`src/rtl/ascon_lane_io_if.sv`:
```
// ----------------------------------------------------------------------------
// ascon_lane_io_if
//   Lane bus between the chip-level pin/bus logic and the Ascon front end.
//   Carries the W-bit write lane (valid/ready, field select, payload) and the
//   W-bit output lane (valid/ready, payload, tag marker, last marker).
//
//   master : the bus side. It drives the write lane and out_ready.
//   slave  : the front end. It drives in_ready and the output lane.
// ----------------------------------------------------------------------------
interface ascon_lane_io_if #(
  parameter int W = 8
);
  logic         in_valid;
  logic         in_ready;
  logic [1:0]   in_sel;
  logic [W-1:0] in_lane;

  logic         out_valid;
  logic         out_ready;
  logic [W-1:0] out_lane;
  logic         out_is_tag;
  logic         out_last;

  modport master (
    output in_valid, in_sel, in_lane, out_ready,
    input  in_ready, out_valid, out_lane, out_is_tag, out_last
  );

  modport slave (
    input  in_valid, in_sel, in_lane, out_ready,
    output in_ready, out_valid, out_lane, out_is_tag, out_last
  );
endinterface

```
`src/rtl/ascon_lane_io.sv`:
```
// ----------------------------------------------------------------------------
// ascon_lane_io
//   Serial front end for the Ascon AEAD core. Key, nonce, associated data and
//   input data are loaded field by field over a W-bit lane. A start request
//   launches the core once every field is complete. The core result (data,
//   then tag) is streamed back out MSB first with backpressure.
//
// Ports
//   clk            rising-edge clock
//   rst            asynchronous, active-low reset
//   bus            lane interface (slave side): in_valid/in_ready/in_sel/
//                  in_lane writes, out_valid/out_ready/out_lane/out_is_tag/
//                  out_last output beats
//   start, decrypt core start request and mode (mode sampled with start)
//   loaded[3:0]    per-field complete flags, bit index = in_sel
//                  (0 key, 1 nonce, 2 AD, 3 data)
//   busy           high while the core runs or the result is unloading
//   err            one-cycle pulse, the cycle after a dropped write to a full
//                  field or a start request with incomplete fields
//   core_*         field registers, start pulse and latched mode to the core
//   core_out_data, core_tag, core_ready   core result and done level
//
// The interface instance must be built with the same W as this module.
// ----------------------------------------------------------------------------
module ascon_lane_io #(
  parameter int K        = 128,
  parameter int L        = 40,
  parameter int Y        = 104,
  parameter int W        = 8,
  parameter bit KEEP_KEY = 1'b1
) (
  input  logic           clk,
  input  logic           rst,
  ascon_lane_io_if.slave bus,
  input  logic           start,
  input  logic           decrypt,
  output logic [3:0]     loaded,
  output logic           busy,
  output logic           err,
  output logic [K-1:0]   core_key,
  output logic [127:0]   core_nonce,
  output logic [L-1:0]   core_ad,
  output logic [Y-1:0]   core_data,
  output logic           core_start,
  output logic           core_decrypt,
  input  logic [Y-1:0]   core_out_data,
  input  logic [127:0]   core_tag,
  input  logic           core_ready
);

  // Beats per field and per unload.
  localparam int KB   = K / W;
  localparam int NB   = 128 / W;
  localparam int AB   = L / W;
  localparam int DB   = Y / W;
  localparam int TB   = 128 / W;
  localparam int OB   = DB + TB;
  localparam int OW   = Y + 128;
  localparam int MX1  = (KB > NB) ? KB : NB;
  localparam int MX2  = (AB > DB) ? AB : DB;
  localparam int MAXB = (MX1 > MX2) ? MX1 : MX2;
  localparam int CW   = $clog2(MAXB + 1);
  localparam int OCW  = $clog2(OB + 1);

  localparam logic [CW-1:0]  K_LAST   = CW'(KB - 1);
  localparam logic [CW-1:0]  N_LAST   = CW'(NB - 1);
  localparam logic [CW-1:0]  A_LAST   = CW'(AB - 1);
  localparam logic [CW-1:0]  D_LAST   = CW'(DB - 1);
  localparam logic [OCW-1:0] OB_LAST  = OCW'(OB - 1);
  localparam logic [OCW-1:0] TAG_BEAT = OCW'(DB);

  if (!(W == 1 || W == 2 || W == 4 || W == 8) ||
      (K % W) != 0 || (L % W) != 0 || (Y % W) != 0) begin : g_param_check
    $error("ascon_lane_io: W must be 1, 2, 4 or 8 and divide K, L and Y");
  end

  typedef enum logic [1:0] {
    S_LOAD   = 2'd0,
    S_RUN    = 2'd1,
    S_UNLOAD = 2'd2
  } state_t;

  state_t state_q, state_d;

  logic [K-1:0]   key_q;
  logic [127:0]   nonce_q;
  logic [L-1:0]   ad_q;
  logic [Y-1:0]   data_q;
  logic [CW-1:0]  key_cnt_q, nonce_cnt_q, ad_cnt_q, data_cnt_q;
  logic [3:0]     loaded_q;
  logic           err_q;
  logic           core_start_q;
  logic           core_decrypt_q;
  logic [OW-1:0]  out_sr_q;
  logic [OCW-1:0] obeat_q;

  logic [3:0]     wr_en;
  logic           wr_drop;
  logic           start_ok;
  logic           start_bad;
  logic           capture;
  logic           out_hs;
  logic           done;

  // ---------------------------------------------------------------------------
  // Control: state register
  // ---------------------------------------------------------------------------
  always_ff @(posedge clk or negedge rst) begin
    if (!rst) begin
      state_q <= S_LOAD;
    end else begin
      state_q <= state_d;
    end
  end

  // ---------------------------------------------------------------------------
  // Control: next state and per-cycle decode
  // ---------------------------------------------------------------------------
  always_comb begin
    state_d   = state_q;
    wr_en     = 4'b0000;
    wr_drop   = 1'b0;
    start_ok  = 1'b0;
    start_bad = 1'b0;
    capture   = 1'b0;
    out_hs    = 1'b0;
    done      = 1'b0;
    case (state_q)
      S_LOAD: begin
        // in_ready is high in LOAD, so in_valid alone is an accepted write.
        if (bus.in_valid) begin
          if (loaded_q[bus.in_sel]) begin
            wr_drop = 1'b1;
          end else begin
            wr_en[bus.in_sel] = 1'b1;
          end
        end
        // The start check uses the flags as they stood before this cycle's
        // write, so a final beat and start in the same cycle is refused.
        if (start) begin
          if (&loaded_q) begin
            start_ok = 1'b1;
            state_d  = S_RUN;
          end else begin
            start_bad = 1'b1;
          end
        end
      end
      S_RUN: begin
        // A done level left over from the previous operation must not be
        // taken while the start pulse is still on its way to the core.
        if (core_ready && !core_start_q) begin
          capture = 1'b1;
          state_d = S_UNLOAD;
        end
      end
      S_UNLOAD: begin
        out_hs = bus.out_ready;
        if (out_hs && (obeat_q == OB_LAST)) begin
          done    = 1'b1;
          state_d = S_LOAD;
        end
      end
      default: begin
        state_d = S_LOAD;
      end
    endcase
  end

  // ---------------------------------------------------------------------------
  // Field registers, flags, pulses and output shift register
  // ---------------------------------------------------------------------------
  always_ff @(posedge clk or negedge rst) begin
    if (!rst) begin
      key_q          <= '0;
      nonce_q        <= '0;
      ad_q           <= '0;
      data_q         <= '0;
      key_cnt_q      <= '0;
      nonce_cnt_q    <= '0;
      ad_cnt_q       <= '0;
      data_cnt_q     <= '0;
      loaded_q       <= 4'b0000;
      err_q          <= 1'b0;
      core_start_q   <= 1'b0;
      core_decrypt_q <= 1'b0;
      out_sr_q       <= '0;
      obeat_q        <= '0;
    end else begin
      err_q        <= wr_drop || start_bad;
      core_start_q <= start_ok;
      if (start_ok) begin
        core_decrypt_q <= decrypt;
      end

      if (done) begin
        nonce_q          <= '0;
        ad_q             <= '0;
        data_q           <= '0;
        nonce_cnt_q      <= '0;
        ad_cnt_q         <= '0;
        data_cnt_q       <= '0;
        loaded_q[3:1]    <= 3'b000;
        if (!KEEP_KEY) begin
          key_q       <= '0;
          key_cnt_q   <= '0;
          loaded_q[0] <= 1'b0;
        end
      end else begin
        if (wr_en[0]) begin
          key_q     <= (key_q << W) | K'(bus.in_lane);
          key_cnt_q <= key_cnt_q + 1'b1;
          if (key_cnt_q == K_LAST) loaded_q[0] <= 1'b1;
        end
        if (wr_en[1]) begin
          nonce_q     <= (nonce_q << W) | 128'(bus.in_lane);
          nonce_cnt_q <= nonce_cnt_q + 1'b1;
          if (nonce_cnt_q == N_LAST) loaded_q[1] <= 1'b1;
        end
        if (wr_en[2]) begin
          ad_q     <= (ad_q << W) | L'(bus.in_lane);
          ad_cnt_q <= ad_cnt_q + 1'b1;
          if (ad_cnt_q == A_LAST) loaded_q[2] <= 1'b1;
        end
        if (wr_en[3]) begin
          data_q     <= (data_q << W) | Y'(bus.in_lane);
          data_cnt_q <= data_cnt_q + 1'b1;
          if (data_cnt_q == D_LAST) loaded_q[3] <= 1'b1;
        end
      end

      // Data sits above the tag so one left shift walks data MSB-first and
      // then the tag MSB-first.
      if (capture) begin
        out_sr_q <= {core_out_data, core_tag};
        obeat_q  <= '0;
      end else if (out_hs) begin
        out_sr_q <= out_sr_q << W;
        obeat_q  <= obeat_q + 1'b1;
      end
    end
  end

  // ---------------------------------------------------------------------------
  // Outputs
  // ---------------------------------------------------------------------------
  assign bus.in_ready   = (state_q == S_LOAD);
  assign bus.out_valid  = (state_q == S_UNLOAD);
  assign bus.out_lane   = bus.out_valid ? out_sr_q[OW-1 -: W] : '0;
  assign bus.out_is_tag = bus.out_valid && (obeat_q >= TAG_BEAT);
  assign bus.out_last   = bus.out_valid && (obeat_q == OB_LAST);

  assign busy         = (state_q != S_LOAD);
  assign loaded       = loaded_q;
  assign err          = err_q;
  assign core_start   = core_start_q;
  assign core_decrypt = core_decrypt_q;
  assign core_key     = key_q;
  assign core_nonce   = nonce_q;
  assign core_ad      = ad_q;
  assign core_data    = data_q;

endmodule

```
`src/flat_wrapper.sv`:
```
// flat-port wrapper written by rule: the top's interface ports become plain ports
module ascon_lane_io_flat 
#(
  parameter int K        = 128,
  parameter int L        = 40,
  parameter int Y        = 104,
  parameter int W        = 8,
  parameter bit KEEP_KEY = 1'b1
)
  (clk, rst, start, decrypt, loaded, busy, err, core_key, core_nonce, core_ad, core_data, core_start, core_decrypt, core_out_data, core_tag, core_ready, bus_in_valid, bus_in_sel, bus_in_lane, bus_out_ready, bus_in_ready, bus_out_valid, bus_out_lane, bus_out_is_tag, bus_out_last);
  ascon_lane_io_if #(.W(W)) bus_i ();
  input  logic clk;
  input  logic rst;
  input  logic start;
  input  logic decrypt;
  output logic [3:0] loaded;
  output logic busy;
  output logic err;
  output logic [K-1:0] core_key;
  output logic [127:0] core_nonce;
  output logic [L-1:0] core_ad;
  output logic [Y-1:0] core_data;
  output logic core_start;
  output logic core_decrypt;
  input  logic [Y-1:0] core_out_data;
  input  logic [127:0] core_tag;
  input  logic core_ready;
  input wire logic [$bits(bus_i.in_valid)-1:0] bus_in_valid;
  input wire logic [$bits(bus_i.in_sel)-1:0] bus_in_sel;
  input wire logic [$bits(bus_i.in_lane)-1:0] bus_in_lane;
  input wire logic [$bits(bus_i.out_ready)-1:0] bus_out_ready;
  output wire logic [$bits(bus_i.in_ready)-1:0] bus_in_ready;
  output wire logic [$bits(bus_i.out_valid)-1:0] bus_out_valid;
  output wire logic [$bits(bus_i.out_lane)-1:0] bus_out_lane;
  output wire logic [$bits(bus_i.out_is_tag)-1:0] bus_out_is_tag;
  output wire logic [$bits(bus_i.out_last)-1:0] bus_out_last;
  assign bus_i.in_valid = bus_in_valid;
  assign bus_i.in_sel = bus_in_sel;
  assign bus_i.in_lane = bus_in_lane;
  assign bus_i.out_ready = bus_out_ready;
  assign bus_in_ready = bus_i.in_ready;
  assign bus_out_valid = bus_i.out_valid;
  assign bus_out_lane = bus_i.out_lane;
  assign bus_out_is_tag = bus_i.out_is_tag;
  assign bus_out_last = bus_i.out_last;
  ascon_lane_io #(.K(K), .L(L), .Y(Y), .W(W), .KEEP_KEY(KEEP_KEY)) u_core (.clk(clk), .rst(rst), .bus(bus_i), .start(start), .decrypt(decrypt), .loaded(loaded), .busy(busy), .err(err), .core_key(core_key), .core_nonce(core_nonce), .core_ad(core_ad), .core_data(core_data), .core_start(core_start), .core_decrypt(core_decrypt), .core_out_data(core_out_data), .core_tag(core_tag), .core_ready(core_ready));
endmodule
```
`config.mk`:
```
export PLATFORM = sky130hd
export DESIGN_NAME = ascon_lane_io_flat
export DESIGN_NICKNAME = d
export VERILOG_FILES = /design/src/rtl/ascon_lane_io_if.sv /design/src/rtl/ascon_lane_io.sv /design/src/flat_wrapper.sv
export SDC_FILE = /design/constraint.sdc
export NUM_CORES = 1
export LEC_CHECK = 0
export BUFFER_PORTS_ARGS = -buffer_cell sky130_fd_sc_hd__buf_2
export CAP_MARGIN = 20
export CORE_UTILIZATION = 40
export CTS_CLUSTER_SIZE = 14
export DETAILED_ROUTE_END_ITERATION = 12
export HOLD_SLACK_MARGIN = 0.08
export PLACE_DENSITY = 0.65
export SYNTH_ARGS = -nofsm -noshare
export SYNTH_HDL_FRONTEND = slang
export SYNTH_SLANG_ARGS = --single-unit
```
`constraint.sdc`:
```
create_clock -name clk -period 1.9 [get_ports clk]
set_input_delay 0.095 -clock clk [delete_from_list [all_inputs] [get_ports clk]]
set_output_delay 0.095 -clock clk [all_outputs]
set_load 0.005 [all_outputs]
```
==> results.ini, run 1 <==
[run_status]
status = complete, but fails checks
violations = negative setup slack

[placed_design]
place_congestion = 0.932
place_area_um2 = 31300
port_buffers = 668
place_hpwl_um = 58300

[finish]
layout_commonest_cell = dfrtp_1
area_growth_pct = 43.1
n_fill_cell = 5096
layout_common_cells = dfrtp_1 (665), buf_2 (663), dlygate4sd3_1 (249), a22o_1 (230), inv_1 (203)
final_area_um2 = 37600
drive_gt1_share_pct = 34.6
layout.nets = 3418

[worst_setup_path]
endpoint_kind = register
startpoint_type = register
path_max_fanout = 6
cp.required_ns = 2.38
critPathKind = reg -> reg
worstPathArrival_ns = 2.49

[global_routing]
grt_first_pass_wirelength_um = 130000
antenna_found_initial = 10
grt_start_max_net_pins = 78
grt.total_usage_pct = 24.9
first_global_vias = 22600
gr-total-overflow = 0

[timing]
finalSetupViolations = 147
clock-skew-final_ns = 0.0248
setup_tns_ns = -7.66
rsz0062_at_grt = true
maxSlewViolCount = 0
max_freq_ghz = 0.498
finalHoldViolations = 0
whs_ns = 0.191
setup_ws_ns = -0.108
period_share_pct = 106
worst_pin_slew_ns = 0.543
relSlewSlack_pct = 63.7
finalCriticalPeriod_ns = 2.01

[clock_network]
cts_tree = done
htreeDepth = 3
cts-buffers-inserted = 73
ctsRootBufferMaster = clkbuf_16
path_clk_slew_ns = 0.06
clock_latency_ns = 0.61
cts_max_path_buffers = 3
clock_sinks = 666

[floorplanning]
io_pins = 669
fp.dieH_um = 258
initial_utilization_pct = 40.6
die_area_um2 = 66700
die_w_um = 258
coreArea_um2 = 64700
rows = 93

[worst_hold_path]
worstHoldPathType = in -> async

[routing]
drc = 0
vias_per_cell = 5.54
wl_per_cell_um = 21.9
drtIter0Drc = 2019
drtAntennaViolNets = 0
vias = 22600
dr.pass1.iters = 6
wirelength_um = 89300

[synthesis]
synth.cell_area_um2 = 26300
synth_seq_cells = 666
synth_edf_count = 0
ys_warn_count = 0
async_reset_ff_share_pct = 100
yosysSeqAreaShare_pct = 63.5
synth_nets = 2451
synthFlopType = dfrtp_1
synthCells = 2191
synth_cell_types = 51
syn_avg_cell_area_um2 = 12.0

[pwr]
p_per_area_nw_per_um2 = 1090
p_total_mw = 40.9
ir_drop_mv = 0.707
leakagePower_nw = 19.3

[flow_run]
drv_cap = 0

[synthesized netlist by cell type (3+ instances only)]
cell,instances,area share (%)
nor2_1,34,0.49
and3_1,4,0.095
clkbuf_1,104,1.5
dfrtp_1,666,63
mux2_2,112,4.8
a31oi_1,18,0.43
a22o_1,230,7.7
or4_1,6,0.17
nand3_1,71,1.4
mux2_1,21,0.90
o22ai_1,90,2.1
o21ai_0,170,3.2
buf_2,55,1.0
a21oi_1,144,2.7
ha_1,11,0.52
mux2i_1,3,0.11
inv_1,205,2.9
nor3_1,10,0.19
and2_1,9,0.21
nand2_1,45,0.64
o31ai_1,7,0.20
nor2b_1,3,0.071
xnor2_1,3,0.10
buf_1,16,0.23
nor4bb_1,3,0.11
a22oi_1,120,3.4
buf_4,4,0.11
[path summary, 6_finish.rpt]
kind                       cells after the start               endpoint  slack [ns]             startpoint
min in group clk                               3     u_core.out_sr_q[6]        0.25            core_tag[6]
setup / recovery                               7    u_core.core_key[40]       -0.11      u_core.state_q[1]
hold reg to reg                                1  u_core.nonce_cnt_q[4]        0.49  u_core.nonce_cnt_q[4]
setup reg to reg                               7    u_core.core_key[40]       -0.11      u_core.state_q[1]
max in group asynchronous                      4   u_core.out_sr_q[181]        1.20                    rst
hold / removal                                 3   u_core.core_data[90]        0.19                    rst
[state kept, by name (all words and copies together), names as in the netlist]
| name | cells |
|---|---|
| u_core.ad_cnt_q | 5 |
| u_core.core_ad | 40 |
| u_core.core_data | 104 |
| u_core.core_decrypt | 1 |
| u_core.core_key | 128 |
| u_core.core_nonce | 128 |
| u_core.core_start | 1 |
| u_core.data_cnt_q | 5 |
| u_core.err | 1 |
| u_core.key_cnt_q | 5 |
| u_core.loaded | 4 |
| u_core.nonce_cnt_q | 5 |
| u_core.obeat_q | 5 |
| u_core.out_sr_q | 232 |
| u_core.state_q | 2 |
[cell type report]
class / count / area [µm²] / area share (%)
clock inverter: 31 / 395 / 1.05
sequential: 666 / 16700 / 44.4
tap: 855 / 1070 / 2.85
antenna: 10 / 25.0 / 0.0666
inverter: 205 / 769 / 2.05
timing repair buffer: 1068 / 8080 / 21.5
clock buffer: 104 / 2200 / 5.85
multi-input combinational: 1144 / 8360 / 22.3
[where the power goes]
| group | internal (mW) | total (mW) | leakage, nW | switching [mW] |
|---|---|---|---|---|
| logic | 3.98 | 7.23 | 10.1 | 3.26 |
| registers | 16.4 | 18.5 | 8.01 | 2.14 |
| clock network | 9.08 | 15.1 | 1.27 | 6.03 |
| total | 29.5 | 40.9 | 19.3 | 11.4 |
[per-layer routing]
layer	part of all wire, %	global-route usage (%)	vias to the layer above
met2	50	42.5	1127
met3	6.6	5.06	229
met4	3.9	9.45	4
met1	39	31.3	11400
met5	0.029	0	-
li1	-	-	9875
[kinds of logic after synthesis]
group	Yosys count	share of synthesized area [%]
compound gates	787	20.2
xor+xnor	4	0.133
fa+ha+maj	11	0.524
buf+inv	384	5.81
flops	666	63.5
mux	137	5.90
simple gates	202	4.00
[metrics by stage]
step	setup WS (ns)	std cells	utilization, %
finish	-0.108	4083	58.1
CTS	-0.0923	4035	56.6
global route	-0.155	4081	58.1
detailed placement	-0.0432	3639	48.4
floorplan	0.0305	2191	-
global placement	0.0228	3639	48.4
[critical path: stages, from the launching register on]
cell and delay, ns:
dfrtp_1 0.40, buf_6 0.13, buf_6 0.12, nor4b_4 0.34, buf_6 0.25, nand2_8 0.12, clkbuf_16 0.22, mux2_4 0.29
[repair_timing]
action                                 in CTS  in global routing
pin swaps                                   5                 54
endpoints found under the hold margin     945                  0
cloned                                      2                 25
setup endpoints to repair                 172                328
hold buffers                              250                  0
gates resized for setup                    26                 75
buffers inserted                           10                 15
Note: power is estimated with default switching activity, not from simulation.
==> run 2: changes to the inputs <==
MAX_ROUTING_LAYER = met4   (was default)
==> run 2 against run 1 <==
The run still ends with negative setup slack left. Via count shrank 0.18%. Clock power is essentially flat. Die area is the same. Utilization grew 0.072 points. Critical endpoint unchanged. Largest power group unchanged.
==> results.ini, run 2 (synthesis results as in run 1) <==
[routing]
drtIter0Drc = 2025
drtAntennaViolNets = 0
wl_per_cell_um = 21.9
dr.pass1.iters = 6
wirelength_um = 89400
drc = 0
vias = 22600
vias_per_cell = 5.52

[global_routing]
grt_start_max_net_pins = 78
grt.total_usage_pct = 25.7
gr-total-overflow = 0
antenna_found_initial = 10
grt_first_pass_wirelength_um = 130000
first_global_vias = 22600

[timing]
relSlewSlack_pct = 63.8
finalHoldViolations = 0
finalCriticalPeriod_ns = 2.01
period_share_pct = 106
clock-skew-final_ns = 0.0243
worst_pin_slew_ns = 0.541
setup_ws_ns = -0.111
rsz0062_at_grt = true
finalSetupViolations = 151
whs_ns = 0.198
maxSlewViolCount = 0
max_freq_ghz = 0.497

[worst_setup_path]
cp.required_ns = 2.38
endpoint_kind = register
r2r-start = u_core.state_q[1]
slowest_delay_ns = 0.40
crit_family = buffers and inverters
path_buf_inv = 4
critPathSlowestCell = dfrtp_1
r2r_cells = 7
critPathKind = reg -> reg
r2r-end = u_core.core_key[40]
startpoint_type = register
regToRegSetupSlack_ns = -0.11
cp_cell_sequence = buf_6 > buf_6 > nor4b_4 > buf_6 > nand2_8 > clkbuf_16 > mux2_4
cpMostUsedCell = buf_6
worstPathArrival_ns = 2.49
path_max_fanout = 6

[worst_hold_path]
worstHoldPathType = in -> async

[pwr]
leakagePower_nw = 19.4
p_per_area_nw_per_um2 = 1090
ir_drop_mv = 0.706

[clock_network]
htreeDepth = 3
cts-buffers-inserted = 73
path_clk_slew_ns = 0.06
ctsRootBufferMaster = clkbuf_16
cts_tree = done
cts_max_path_buffers = 3
clock_latency_ns = 0.62
clock_sinks = 666

[placed_design]
place_congestion = 0.948
port_buffers = 668
place_area_um2 = 31300
dp.cells = 3639
place_hpwl_um = 58300

[floorplanning]
rows = 93
initial_utilization_pct = 40.6
fp.dieH_um = 258
coreArea_um2 = 64700
die_area_um2 = 66700
die_w_um = 258
io_pins = 669

[run_status]
violations = negative setup slack
status = complete, but fails checks

[finish]
drive_gt1_share_pct = 34.6
layout_commonest_cell = dfrtp_1
layout.nets = 3419
largest_register = u_core.out_sr_q
fin_util_pct = 58.1
area_growth_pct = 43.2
layout_common_cells = dfrtp_1 (665), buf_2 (663), dlygate4sd3_1 (249), a22o_1 (230), inv_1 (203)
final_area_um2 = 37600
largest_reg_flops = 232
final_cells = 4084

[flow_run]
drv_cap = 0

[run 2: changes by cell type in the layout (fill, tap and decap cells not counted)]
cell,change
o21ai_0,+9
o21ai_1,-9
buf_4,-2
clkbuf_16,+2
a21oi_1,+1
a21oi_2,-1
buf_8,+1
[run 2: per-layer routing]
metal	track usage, %	vias to the layer above	share of wire (%)
met5	-	-	0
met2	42.4	1131	51
li1	-	9888	-
met1	31.5	11300	39
met4	9.62	0	3.5
met3	4.84	196	6.6
[run 2: layout make-up]
type,count,area (µm²)
diodes,10,25.0
clock inverters,31,395
multi-input cells,1144,8360
fillers,5086,27100
inverters,205,769
clock buffers,104,2200
well taps,855,1070
repair buffers,1069,8130
flip-flops and latches,666,16700
[run 2: worst max path at each step]
stage                            startpoint                      to  slack [ns]  depth (start not counted)
final                     u_core.state_q[1]     u_core.core_key[40]       -0.11                          7
after global routing      u_core.state_q[1]     u_core.core_key[48]       -0.16                          7
after CTS                 u_core.state_q[1]         bus_out_lane[5]       -0.09                          6
after detailed placement  u_core.state_q[0]    u_core.out_sr_q[226]       -0.04                          6
after global placement    u_core.state_q[0]    u_core.out_sr_q[226]        0.02                          6
after floorplan           u_core.obeat_q[0]  u_core.core_nonce[107]        0.03                          8
[run 2: timing repair]
item                                    CTS  global route
buffers inserted                         10            14
endpoints found under the setup margin  172           329
resized for setup                        26            67
hold buffers                            250             0
cloned                                    2            27
pin swaps                                 5            48
hold endpoints to repair                945             0
[run 2: worst register-to-register path, cell delays in order (launching register included)]
cell and delay, ns:
dfrtp_1 0.40, buf_6 0.13, buf_6 0.12, nor4b_4 0.34
buf_6 0.25, nand2_8 0.13, clkbuf_16 0.23, mux2_4 0.29
[run 2: stage by stage]
step	TNS, ns	power [mW]	setup slack (ns)
floorplan	0	20.8	0.0305
global placement	0	24.8	0.0228
detailed placement	-0.395	25.1	-0.0432
CTS	-0.917	40.7	-0.0923
global route	-17.58	42.6	-0.155
finish	-7.65	40.9	-0.111
[run 2: power breakdown]
group	total, mW	switching, mW	leakage [nW]	internal, mW
Combinational	7.24	3.26	10.1	3.99
Sequential	18.6	2.15	8.01	16.4
Clock	15.1	6.04	1.27	9.09
Total	40.9	11.4	19.4	29.5
